==> src/rtl/weight_pkg.sv <==
// rtl/weight_pkg.sv - shared widths, FSM states and row helpers for the weight BRAM reader
package weight_pkg;

   localparam int ADDR_W    = 4;
   localparam int DATA_W    = 32;
   localparam int ELEM_W    = 8;
   localparam int CNT_W     = 5;
   localparam int ROW_ELEMS = DATA_W / ELEM_W;
   localparam int DEPTH     = 2 ** ADDR_W;

   typedef enum logic [1:0] {
      ST_IDLE,
      ST_READ,
      ST_DRAIN,
      ST_DONE
   } state_t;

   // Element k of a packed row; k=0 is column 0 in the low byte.
   function automatic logic signed [ELEM_W-1:0] row_elem(input logic [DATA_W-1:0] row,
                                                         input int unsigned k);
      return row[k*ELEM_W +: ELEM_W];
   endfunction

endpackage

==> src/rtl/weight_skid_fifo.sv <==
// rtl/weight_skid_fifo.sv - 2-entry skid FIFO; entry 0 is always the head
module weight_skid_fifo #(
   parameter int WIDTH = 8
) (
   input  logic             clk,
   input  logic             reset,
   input  logic             push,
   input  logic [WIDTH-1:0] din,
   input  logic             pop,
   output logic [WIDTH-1:0] dout,
   output logic [1:0]       count
);

   logic [WIDTH-1:0] e0_q, e0_d, e1_q, e1_d;
   logic [1:0]       count_q, count_d;

   // Callers never pop when empty nor push-only when full.
   always_comb begin
      e0_d    = e0_q;
      e1_d    = e1_q;
      count_d = count_q;
      case ({push, pop})
         2'b10: begin
            if (count_q == 2'd0) e0_d = din;
            else                 e1_d = din;
            count_d = count_q + 2'd1;
         end
         2'b01: begin
            e0_d    = e1_q;
            count_d = count_q - 2'd1;
         end
         2'b11: begin
            if (count_q == 2'd2) begin
               e0_d = e1_q;
               e1_d = din;
            end else begin
               e0_d = din;
            end
         end
         default: ;
      endcase
   end

   always_ff @(posedge clk or posedge reset) begin
      if (reset) begin
         e0_q    <= '0;
         e1_q    <= '0;
         count_q <= 2'd0;
      end else begin
         e0_q    <= e0_d;
         e1_q    <= e1_d;
         count_q <= count_d;
      end
   end

   assign dout  = e0_q;
   assign count = count_q;

endmodule

==> src/rtl/weight_bram_reader.sv <==
// rtl/weight_bram_reader.sv - s2 read master streaming consecutive BRAM words as weight rows
module weight_bram_reader
   import weight_pkg::*;
(
   input  logic              clk,
   input  logic              reset,
   input  logic              start,
   input  logic [ADDR_W-1:0] base_addr,
   input  logic [CNT_W-1:0]  num_rows,
   output logic              busy,
   output logic              done,
   output logic [ADDR_W-1:0] bram_address,
   output logic              bram_chipselect,
   output logic              bram_write,
   output logic [3:0]        bram_byteenable,
   output logic [DATA_W-1:0] bram_writedata,
   input  logic [DATA_W-1:0] bram_readdata,
   output logic              w_valid,
   input  logic              w_ready,
   output logic [DATA_W-1:0] w_data,
   output logic [ADDR_W-1:0] w_row,
   output logic              w_last
);

   localparam int               FIFO_W   = DATA_W + ADDR_W + 1;
   localparam logic [CNT_W-1:0] MAX_ROWS = CNT_W'(DEPTH);

   state_t            state_q, state_d;
   logic [ADDR_W-1:0] addr_q, addr_d;
   logic [CNT_W-1:0]  num_q, num_d;
   logic [CNT_W-1:0]  iss_q, iss_d;
   logic [CNT_W-1:0]  rx_q, rx_d;
   logic              inflight_q, inflight_d;

   logic [FIFO_W-1:0] fifo_din, fifo_dout;
   logic [1:0]        fifo_count, pending;
   logic              fifo_pop, head_valid, head_last, issue;

   assign head_valid = (fifo_count != 2'd0);
   assign head_last  = fifo_dout[0];
   assign fifo_pop   = head_valid & w_ready;
   // Rows that will be buffered or in flight after this edge, before any new issue.
   assign pending    = fifo_count - {1'b0, fifo_pop} + {1'b0, inflight_q};
   assign fifo_din   = {bram_readdata, rx_q[ADDR_W-1:0], (rx_q == num_q - 1'b1)};

   weight_skid_fifo #(.WIDTH(FIFO_W)) u_fifo (
      .clk   (clk),
      .reset (reset),
      .push  (inflight_q),
      .din   (fifo_din),
      .pop   (fifo_pop),
      .dout  (fifo_dout),
      .count (fifo_count)
   );

   always_comb begin
      state_d    = state_q;
      addr_d     = addr_q;
      num_d      = num_q;
      iss_d      = iss_q;
      rx_d       = rx_q + {{(CNT_W-1){1'b0}}, inflight_q};
      issue      = (state_q == ST_READ) && (iss_q != num_q) && (pending < 2'd2);
      inflight_d = issue;
      case (state_q)
         ST_IDLE: begin
            if (start) begin
               addr_d  = base_addr;
               num_d   = (num_rows > MAX_ROWS) ? MAX_ROWS : num_rows;
               iss_d   = '0;
               rx_d    = '0;
               state_d = (num_rows == '0) ? ST_DONE : ST_READ;
            end
         end
         ST_READ: begin
            if (issue) begin
               addr_d = addr_q + 1'b1;
               iss_d  = iss_q + 1'b1;
               if (iss_q + 1'b1 == num_q) state_d = ST_DRAIN;
            end
         end
         ST_DRAIN: begin
            if (fifo_pop && head_last) state_d = ST_DONE;
         end
         default: state_d = ST_IDLE;
      endcase
   end

   always_ff @(posedge clk or posedge reset) begin
      if (reset) begin
         state_q    <= ST_IDLE;
         addr_q     <= '0;
         num_q      <= '0;
         iss_q      <= '0;
         rx_q       <= '0;
         inflight_q <= 1'b0;
      end else begin
         state_q    <= state_d;
         addr_q     <= addr_d;
         num_q      <= num_d;
         iss_q      <= iss_d;
         rx_q       <= rx_d;
         inflight_q <= inflight_d;
      end
   end

   assign busy            = (state_q != ST_IDLE);
   assign done            = (state_q == ST_DONE);
   assign bram_chipselect = issue;
   assign bram_address    = issue ? addr_q : '0;
   assign bram_write      = 1'b0;
   assign bram_byteenable = 4'hF;
   assign bram_writedata  = '0;
   assign w_valid         = head_valid;
   assign w_data          = fifo_dout[FIFO_W-1 -: DATA_W];
   assign w_row           = fifo_dout[ADDR_W:1];
   assign w_last          = head_last & head_valid;

endmodule

==> config.mk <==
export PLATFORM = sky130hd
export DESIGN_NAME = weight_bram_reader
export DESIGN_NICKNAME = d
export VERILOG_FILES = /design/src/rtl/weight_pkg.sv /design/src/rtl/weight_skid_fifo.sv /design/src/rtl/weight_bram_reader.sv
export SDC_FILE = /design/constraint.sdc
export NUM_CORES = 1
export LEC_CHECK = 0
export CAP_MARGIN = 20
export CORE_UTILIZATION = 45
export DETAILED_ROUTE_END_ITERATION = 6
export PLACE_DENSITY = 0.81
export SYNTH_ARGS = -nofsm -noshare
export SYNTH_HDL_FRONTEND = slang
export SYNTH_HIERARCHICAL = 1
export SYNTH_SLANG_ARGS = --single-unit
export TNS_END_PERCENT = 5
==> constraint.sdc <==
create_clock -name clk -period 3.3 [get_ports clk]
set_input_delay 0.99 -clock clk [delete_from_list [all_inputs] [get_ports clk]]
set_output_delay 0.99 -clock clk [all_outputs]
set_load 0.02 [all_outputs]
## Yosys cells after proc, flatten, opt, wreduce, memory -nomap -nowiden

Cells that the tools add are included.

- Flip-flop bits (word level): 98
- Latch bits: 0
- Bits in writable memories: 0
- ROM bits: 0
- Input bits: 45
- Logic and storage cells: 78
- Memories kept: 0

- Add/subtract/negate cells: 8
- $mul: 0
- Divide/modulo/power cells: 0
- Magnitude comparators: 2
- Equality and inequality tests: 17
- Shift operators: 0
- Muxes and demuxes: 23
- Bitwise logic cells: 2
- Reduce and logical (&&, ||, !) cells: 17

Operators with widths:

| operator | count |
|---|---|
| two-way mux 37 bit | 4 |
| case mux 37 bit (3 select lines) | 1 |
| case mux 37 bit (2 select lines) | 1 |
| two-way mux 5 bit | 5 |
| two-way mux 4 bit | 3 |
| == test 2 bit (second input constant) | 5 |
| == test 5 bit | 2 |
| two-way mux 2 bit | 5 |
| case mux 5 bit (2 select lines) | 1 |
| nonzero test 2 bit | 5 |
| inequality test 2 bit (second input constant) | 4 |
| case mux 4 bit (2 select lines) | 1 |
| inequality test 2 x 1 -> 1 bit (second input constant) | 3 |
| case mux 2 bit (3 select lines) | 1 |
| AND reduction 3 bit | 2 |
| adder 5 x 1 -> 5 bit | 1 |
| adder 5 x 1 -> 5 bit (second input constant) | 1 |
| > comparator 5 bit (second input constant) | 1 |
| logical NOT 5 bit | 1 |
| inequality test 5 bit | 1 |
| subtractor 5 x 1 -> 5 bit (second input constant) | 1 |
| adder 4 x 1 -> 4 bit (second input constant) | 1 |
| == test 2 x 1 -> 1 bit (second input constant) | 2 |
| logical NOT 2 bit | 2 |
| 11 further kinds | 15 |

## Logic depth before layout (Yosys ltp)

Gate-level depths: netlist (run 1).

- Word-level depth: 8
- Gate-level depth with buffers: 9
- Mapped depth without buffers: 9

## Modules after synthesis

Netlist (run 1), hierarchy kept.

By module, submodules not included:

| module | instances | cells each | area each (µm²) | seq. area each (µm²) |
|---|---|---|---|---|
| weight_skid_fifo | 1 | 273 | 3,453.3 | 1,901.8 |
| weight_bram_reader | 1 | 204 | 1,869.3 | 550.5 |

## Worst setup path after synthesis (run 1)

Ideal clock, no wire load.

- Kind: input port to output port
- From: input w_ready
- To: output bram_address[0]
- Arrival time: 2.451 ns
- Required time: 2.310 ns
- Setup slack: -0.141 ns
- Stages on the path: 6
- Buffers on the path: 0
- Path through: nor2b_1 ha_1 and2b_2 xnor2_2 o211a_2 and2_1

- Cells in the longest elaborated chain, start to end: 6

RTL lines:

| what | RTL line | source |
|---|---|---|
| from (decl) | weight_bram_reader.sv:19 | `input logic w_ready,` |
| bitwise AND 1 bit | weight_bram_reader.sv:41 | `assign fifo_pop = head_valid & w_ready;` |
| subtractor 2 x 1 -> 2 bit | weight_bram_reader.sv:43 | `assign pending = fifo_count - {1'b0, fifo_pop} + {1'b0, inflight_q};` |
| adder 2 x 1 -> 2 bit | weight_bram_reader.sv:43 |  |
| < comparator 2 bit | weight_bram_reader.sv:62 | `issue = (state_q == ST_READ) && (iss_q != num_q) && (pending < 2'd2);` |
| logical AND 1 bit | weight_bram_reader.sv:62 |  |
| via bram_chipselect | weight_bram_reader.sv:13 | `output logic bram_chipselect,` |
| two-way mux 4 bit | weight_bram_reader.sv:109 | `assign bram_address = issue ? addr_q : '0;` |
| to (decl) | weight_bram_reader.sv:12 | `output logic [ADDR_W-1:0] bram_address,` |

The timed path passes the listed nets, and every way through them passes these cells.

## Worst setup path after layout (run 1)

- From: input w_ready
- To: output bram_address[3]

- Cells in the longest elaborated chain, start to end: 6

RTL lines:

| what | RTL line | source |
|---|---|---|
| bitwise AND 1 bit | weight_bram_reader.sv:41 |  |
| via fifo_pop | weight_bram_reader.sv:37 | `logic fifo_pop, head_valid, head_last, issue;` |
| subtractor 2 x 1 -> 2 bit | weight_bram_reader.sv:43 |  |
| adder 2 x 1 -> 2 bit | weight_bram_reader.sv:43 |  |
| < comparator 2 bit | weight_bram_reader.sv:62 |  |
| logical AND 1 bit | weight_bram_reader.sv:62 |  |
| two-way mux 4 bit | weight_bram_reader.sv:109 |  |

The timed path passes the listed nets, and every way through them passes these cells.

==> summary.md, run 1 <==
| Metric | Value |
|---|---|
| Status | `finished with violations` |
| Failing checks | `negative setup slack` |
| Area leader, netlist | `dfrtp_1` |
| Tcrit/Tclk final | `1.00` |
| Crit path top cell by count | `buf_6` |
| Tmin final | `3320 ps` |
| Initial antenna violation count | `0` |
| Commonest cells after routing, fill and taps aside | `98 x dfrtp_1, 83 x clkdlybuf4s50_1, 44 x o21ai_0, 38 x a2bb2oi_1` |
| Mapped cell area | `5320 um^2` |
| Worst slew margin | `0.419` |
| Total GRT Usage | `0.218` |
| Post-Route WL | `13000 um` |
| F_max | `0.302 GHz` |
| Final hold violations | `0` |
| Leakage | `2.95 nW` |
| Num rows | `39` |
| Clock-pin slew of the registers on the worst-case setup and hold paths | `70 ps` |
| Sequential element share of the synthesized area | `0.461` |
| DP HPWL | `8610 um` |
| Worst hold slack | `488 ps` |
| Vias | `4169` |
| Setup_tns | `-64.2 ps` |
| Worst Skew | `9.14 ps` |
| H-tree level count | `3` |
| GRT overflow | `0` |
| Port bufs | `89` |
| TritonCTS clock tree | `done` |
| DP Cell Count | `694` |
| Crit Path Class | `input pin to output port` |
| Die Y | `111 um` |
| Synth top area share | `0.461` |
| Antenna-violating nets left | `0` |
| Final Instance Area | `6700 um^2` |
| Post-synthesis simple-gate area fraction | `0.0590` |
| Vias in the first global route | `4270` |
| Syn_area_per_cell | `11.2 um^2` |
| Number of buffers created by CTS | `9` |
| Syn Inst Count | `477` |
| Most common cell after layout, fill and taps aside | `dfrtp_1` |
| Main area contributors after synthesis | `dfrtp_1 46%, mux2_2 7.8%, a2bb2oi_1 6.3%` |
| Critical Path, Cell by Cell | `buf_6 > nor2b_4 > ha_4 > and2b_2 > xnor2_4 > o211a_4 > and2_4 > buf_6` |
| Unrepaired setup endpoints after global routing | `yes` |
| Post-synthesis mux area share | `0.0969` |
| Drt wl/cell | `18.2 um` |
| CP startpoint kind | `input pin` |
| Final setup fails | `4` |
| Slowest-stage cell, CP | `ha_4` |
| Pre-CTS WS | `-916 ps` |
| Post-synthesis adder-cell area fraction | `0.0329` |
| Core Region | `11500 um^2` |
| Crit path capture type | `output port` |
| Number of synthesized flops with an enable pin | `0` |
| Initial Util | `0.464` |
| Hold Crit Class | `flip-flop to flip-flop` |
| Fraction of layout cells with a size suffix above 1 | `0.189` |
| Largest family of logic cells by synthesized area | `compound AO/OA/AOI/OAI gates` |
| Ports | `127` |
| Peak VDD IR | `442 uV` |
| Die Area | `12300 um^2` |
| Seq cells post-synth | `98` |
| Ys async rst share | `1.00` |
| Iter 0 DRT Violations | `292` |
| Placed inst area | `6320 um^2` |
| Die X | `111 um` |
| Via density per instance | `5.85` |
| Required time worst endpoint | `2310 ps` |
| Initial DRT Pass Iterations | `4` |
| Max Cap Viol | `0` |
| CP peak stage delay | `270 ps` |
| CTS Sinks | `98` |
| Setup ws final | `-16.3 ps` |
| First-pass GRT wire length | `21500 um` |
| Diodes inserted | `0` |
| Final cell count without fillers | `713` |
| Final Max Tran Viols | `0` |
| CP top delay family | `simple AND/OR/NAND/NOR gates` |
| Synthesis-to-finish area growth | `25.8%` |
| Placer congestion estimate | `0.835` |
| Xor/xnor share of the synthesized area | `0.0418` |
| Compound-Gate Fraction of Synth Area | `0.211` |
| Maximum number of pins on one net before global-route repair | `45` |
| CP arrival | `2330 ps` |
| Unique cell type count in the Yosys netlist | `59` |
| Slew at the pin with the worst max-slew slack | `871 ps` |
| PwrDens | `684 nW/um^2` |
| Yosys warnings | `6` |
| Nets | `624` |
| Root Driver | `clkbuf_16` |
| Clk_lat worst skew | `340 ps` |
| WP buf/inv | `2` |
| Residual DRC | `0` |
| Post-synth top flop | `dfrtp_1` |
| Crit path max fanout | `6` |
| Clock Tree Buf Depth | `2` |
cells by family after synthesis:
family,count (synthesis)
compound gates,151
flops,98
other cells,2
xor+xnor,22
fa+ha+maj,14
mux,46
buf+inv,87
simple gates,57
worst paths after layout:
check / startpoint / end / slack, ps / cells after the start
setup reg to reg: u_fifo/count[1]$_DFFE_PP0P_ / state_q[1]$_DFFE_PP0P_ / 740 / 11
setup / recovery: w_ready / bram_address[3] / -20 / 8
min in group asynchronous: reset / u_fifo/e1_q[3]$_DFFE_PP0P_ / 1150 / 2
hold reg to reg: u_fifo/e1_q[29]$_DFFE_PP0P_ / u_fifo/e1_q[29]$_DFFE_PP0P_ / 490 / 1
max in group asynchronous: reset / u_fifo/e1_q[30]$_DFFE_PP0P_ / 1470 / 3
hold / removal: u_fifo/e1_q[29]$_DFFE_PP0P_ / u_fifo/e1_q[29]$_DFFE_PP0P_ / 490 / 1
registers in the layout, indices dropped and copies added (netlist names), 2 cells and up:
register and flops:
iss_q 5, addr_q 4, rx_q 5, u_fifo/e1_q 37, u_fifo/count 2, num_q 5, state_q 2, u_fifo/dout 37
routing by layer:
| metal | GRT usage | up-vias | share of wire |
|---|---|---|---|
| li1 | - | 1864 | - |
| met1 | 0.275 | 2080 | 0.40 |
| met2 | 0.368 | 194 | 0.52 |
| met3 | 0.0377 | 31 | 0.058 |
| met4 | 0.0951 | 0 | 0.024 |
| met5 | 0 | - | 0 |
area by class of cell:
cell class,count,area [um^2]
Tap cell,143,179
Multi-Input combinational cell,327,2540
Clock buffer,9,225
Fill cell,903,4770
Timing Repair Buffer,116,1140
Inverter,13,48.8
Clock inverter,7,100
Sequential cell,98,2450
metrics by stage:
stage                     power, mW   util
after floorplan                2.62      -
after global placement         3.35  0.551
after detailed placement       3.39  0.551
after CTS                      4.58  0.583
after global routing           4.78  0.584
final                          4.58  0.584
timing repair:
action,CTS,global route
setup buffers,1,2
pin swaps,4,2
endpoints found under the setup margin,5,4
hold buffers,0,0
resized for setup,40,0
where the power goes:
| group | internal (mW) | leakage (nW) | switching, mW |
|---|---|---|---|
| combinational | 0.908 | 1.55 | 0.916 |
| clock | 0.671 | 0.154 | 0.473 |
| sequential | 1.45 | 1.25 | 0.162 |
cells in the mapped netlist, drive strengths merged (3+ instances only):
| library cell | number |
|---|---|
| a21oi | 8 |
| a31oi | 4 |
| ha | 14 |
| a211oi | 3 |
| inv | 13 |
| nor4 | 3 |
| nand3 | 4 |
| nand2b | 5 |
| xnor2 | 14 |
| clkbuf | 24 |
| a2bb2oi | 38 |
| buf | 50 |
| o21ai | 46 |
| nand2 | 14 |
| and2 | 6 |
| nor3 | 3 |
| xor2 | 8 |
| dfrtp | 98 |
| nor2b | 4 |
| mux2i | 5 |
| mux2 | 41 |
| a311oi | 37 |
| nor2 | 9 |
(Power assumes the default switching activity.)
==> run 2, diff against run 1 <==
--- a/config.mk
+++ b/config.mk
@@ -5,6 +5,7 @@
 export SDC_FILE = /design/constraint.sdc
 export NUM_CORES = 1
 export LEC_CHECK = 0
+export ABC_CLOCK_PERIOD_IN_PS = 3300
 export CAP_MARGIN = 20
 export CORE_UTILIZATION = 45
 export DETAILED_ROUTE_END_ITERATION = 6
==> results of run 2 <==
Final layout, timing and power as in run 1 (identical DEF).
==> run 3, diff against run 2 <==
--- a/config.mk
+++ b/config.mk
@@ -10,6 +10,7 @@
 export CORE_UTILIZATION = 45
 export DETAILED_ROUTE_END_ITERATION = 6
 export PLACE_DENSITY = 0.81
+export REMOVE_ABC_BUFFERS = 1
 export SYNTH_ARGS = -nofsm -noshare
 export SYNTH_HDL_FRONTEND = slang
 export SYNTH_HIERARCHICAL = 1
==> summary.md, run 3 (synthesis gave the netlist of run 1 again) <==
| Metric | Value |
|---|---|
| Max Cap Viol | `0 (unchanged)` |
| Most common cell after layout, fill and taps aside | `dfrtp_1` |
| Final cell count without fillers | `709 (-0.56%)` |
| First-pass GRT wire length | `21300 um (-0.96%)` |
| Final setup fails | `4 (unchanged)` |
| Worst Skew | `12.8 ps (+3.69 ps)` |
| Worst slew margin | `0.405 (-0.0144)` |
| DP HPWL | `8510 um (-1.1%)` |
| Clock-pin slew of the registers on the worst-case setup and hold paths | `60 ps (about the same)` |
| Ports | `127 (unchanged)` |
| Via density per instance | `5.86 (+0.27%)` |
| TritonCTS clock tree | `done` |
| Clock share of power | `0.238 (-0.012)` |
| Hold Crit Class | `flip-flop to flip-flop` |
| Port bufs | `89 (unchanged)` |
| Setup_tns | `-93.2 ps (-29.0 ps)` |
| Fraction of layout cells with a size suffix above 1 | `0.184 (-0.00573)` |
| Initial DRT Pass Iterations | `5 (+1)` |
| Num rows | `39 (unchanged)` |
| Layout fillers | `862 (-4.5%)` |
| Required time worst endpoint | `2310 ps (about the same)` |
| Clock Tree Buf Depth | `2 (unchanged)` |
| Seq pwr share | `0.360 (+0.008)` |
| Comb pwr share | `0.402 (+0.004)` |
| P_int | `2.92 mW (-3.6%)` |
| Placed inst area | `6280 um^2 (-0.61%)` |
| GRT overflow | `0 (unchanged)` |
| Vias in the first global route | `4368 (+2.3%)` |
| Tmin final | `3340 ps (+20.7 ps)` |
| Initial antenna violation count | `0 (unchanged)` |
| # hold bufs at CTS | `0 (unchanged)` |
| Final Max Tran Viols | `0 (unchanged)` |
| Commonest cells after routing, fill and taps aside | `98 x dfrtp_1, 83 x clkdlybuf4s50_1, 44 x o21ai_0, 38 x a2bb2oi_1` |
| Status | `finished with violations` |
| PwrDens | `672 nW/um^2 (-1.8%)` |
| Slew at the pin with the worst max-slew slack | `892 ps (+21.5 ps)` |
| Total GRT Usage | `0.215 (-0.00284)` |
| Switching share of power | `0.345 (+0.00599)` |
| Synthesis-to-finish area growth | `24.6%` |
| Slowest-stage cell, CP | `ha_4` |
| CP peak stage delay | `260 ps (about the same)` |
| Drt wl/cell | `18.2 um (about the same)` |
| Clk_lat worst skew | `340 ps (about the same)` |
| Peak VDD IR | `415 uV (-6.0%)` |
| Die X | `111 um (unchanged)` |
| Switching power | `1.54 mW (-0.99%)` |
| Diodes inserted | `0 (unchanged)` |
| Crit path top cell by count | `buf_6` |
| Placer congestion estimate | `0.822 (-1.5%)` |
| CP startpoint kind | `input pin` |
| Initial Util | `0.464 (unchanged)` |
| Root Driver | `clkbuf_16` |
| H-tree level count | `3 (unchanged)` |
| Failing checks | `negative setup slack` |
| Final hold violations | `0 (unchanged)` |
| Leakage | `2.92 nW (-1.0%)` |
| Vias | `4157 (-0.29%)` |
| Critical Path, Cell by Cell | `buf_6 > nor2b_4 > ha_4 > and2b_2 > xnor2_2 > o211a_4 > and2_4 > buf_6` |
| Number of buffers created by CTS | `9 (unchanged)` |
| Maximum number of pins on one net before global-route repair | `39 (-13%)` |
| Crit path max fanout | `6 (unchanged)` |
| Die Y | `111 um (unchanged)` |
| Unrepaired setup endpoints after global routing | `yes` |
| Core Region | `11500 um^2 (unchanged)` |
| CP arrival | `2350 ps (+20 ps)` |
| Worst R2R Setup Slack | `820 ps (+80 ps)` |
| Crit path capture type | `output port` |
| Residual DRC | `0 (unchanged)` |
| Die Area | `12300 um^2 (unchanged)` |
| Post-Route WL | `12900 um (-0.56%)` |
| Nets | `621 (-0.48%)` |
| Tcrit/Tclk final | `1.01 (+0.00628)` |
| Crit Path Class | `input pin to output port` |
| Iter 0 DRT Violations | `222 (-24%)` |
| F_max | `0.300 GHz (-0.62%)` |
| Setup ws final | `-37.0 ps (-20.7 ps)` |
| Worst hold path depth | `1 (unchanged)` |
| Core Util, Final | `0.578 (-0.00567)` |
| DP Cell Count | `693 (-0.14%)` |
| Final Instance Area | `6630 um^2 (-0.97%)` |
| CTS Sinks | `98 (unchanged)` |
| Reg2Reg Depth | `10 (-1)` |
| Antenna-violating nets left | `0 (unchanged)` |
run 3: changes by cell type in the layout (fill, tap and decap cells not counted):
cell	before	now
bufinv_16	2	1
clkinv_2	1	0
clkinv_4	0	1
xnor2_4	1	0
nor2_2	0	1
buf_4	23	20
xnor2_2	1	2
nor2_4	1	0
run 3: repair_timing:
| item | in CTS | in global routing |
|---|---|---|
| gates resized for setup | 40 | 1 |
| endpoints found under the hold margin | 0 | 0 |
| buffers inserted | 1 | 0 |
| gates cloned | 0 | 0 |
| endpoints found under the setup margin | 5 | 5 |
| pin swaps | 5 | 2 |
run 3: per-layer routing:
layer / vias to the layer above / routed length [um] / track usage
met3: 42 / 633 / 0.0317
met1: 2085 / 5230 / 0.265
met5: - / 0 / 0
met2: 180 / 6540 / 0.357
li1: 1850 / - / -
met4: 0 / 518 / 0.132
run 3: per-stage QoR:
step / hold slack [ps] / power, mW / setup slack (ps)
2_1_floorplan: 451 / 2.53 / -142
3_3_place_gp: 461 / 3.33 / -881
3_5_place_dp: 475 / 3.37 / -920
4_1_cts: 489 / 4.46 / -59.0
5_1_grt: 511 / 4.64 / -113
6_report: 491 / 4.45 / -37.0
run 3: power groups by stage:
stage | registers [mW] | logic, mW | clock network [mW]
2_1_floorplan | 1.90 | 0.636 | 0
3_3_place_gp | 1.62 | 1.71 | 0
3_5_place_dp | 1.62 | 1.74 | 0
4_1_cts | 1.61 | 1.78 | 1.07
5_1_grt | 1.63 | 1.88 | 1.13
6_report | 1.60 | 1.79 | 1.06
run 3: worst paths after layout:
path,startpoint,endpoint
max,w_ready,bram_address[0]
min,u_fifo/e1_q[29]$_DFFE_PP0P_,u_fifo/e1_q[29]$_DFFE_PP0P_
max reg2reg,u_fifo/count[1]$_DFFE_PP0P_,state_q[1]$_DFFE_PP0P_
min reg2reg,u_fifo/e1_q[29]$_DFFE_PP0P_,u_fifo/e1_q[29]$_DFFE_PP0P_
max in group asynchronous,reset,u_fifo/dout[24]$_DFFE_PP0P_
min in group asynchronous,reset,u_fifo/count[1]$_DFFE_PP0P_
run 3: worst max-delay path: cells and delay by family:
kind / cells / cell delay [ps]
AO/OA/AOI/OAI: 1 / 220
XOR/XNOR: 1 / 170
adder cells (fa/ha/maj): 1 / 260
buffers and inverters: 2 / 200
AND/OR/NAND/NOR: 3 / 500
run 3: cell type report:
cell class / count / area [um^2] / share of cell area
repair buffers: 113 / 1120 / 0.169
clock inverters: 6 / 73.8 / 0.0111
flip-flops and latches: 98 / 2450 / 0.370
clock buffers: 9 / 225 / 0.0340
multi-input cells: 327 / 2530 / 0.381
well taps: 143 / 179 / 0.0270
inverters: 13 / 48.8 / 0.00736
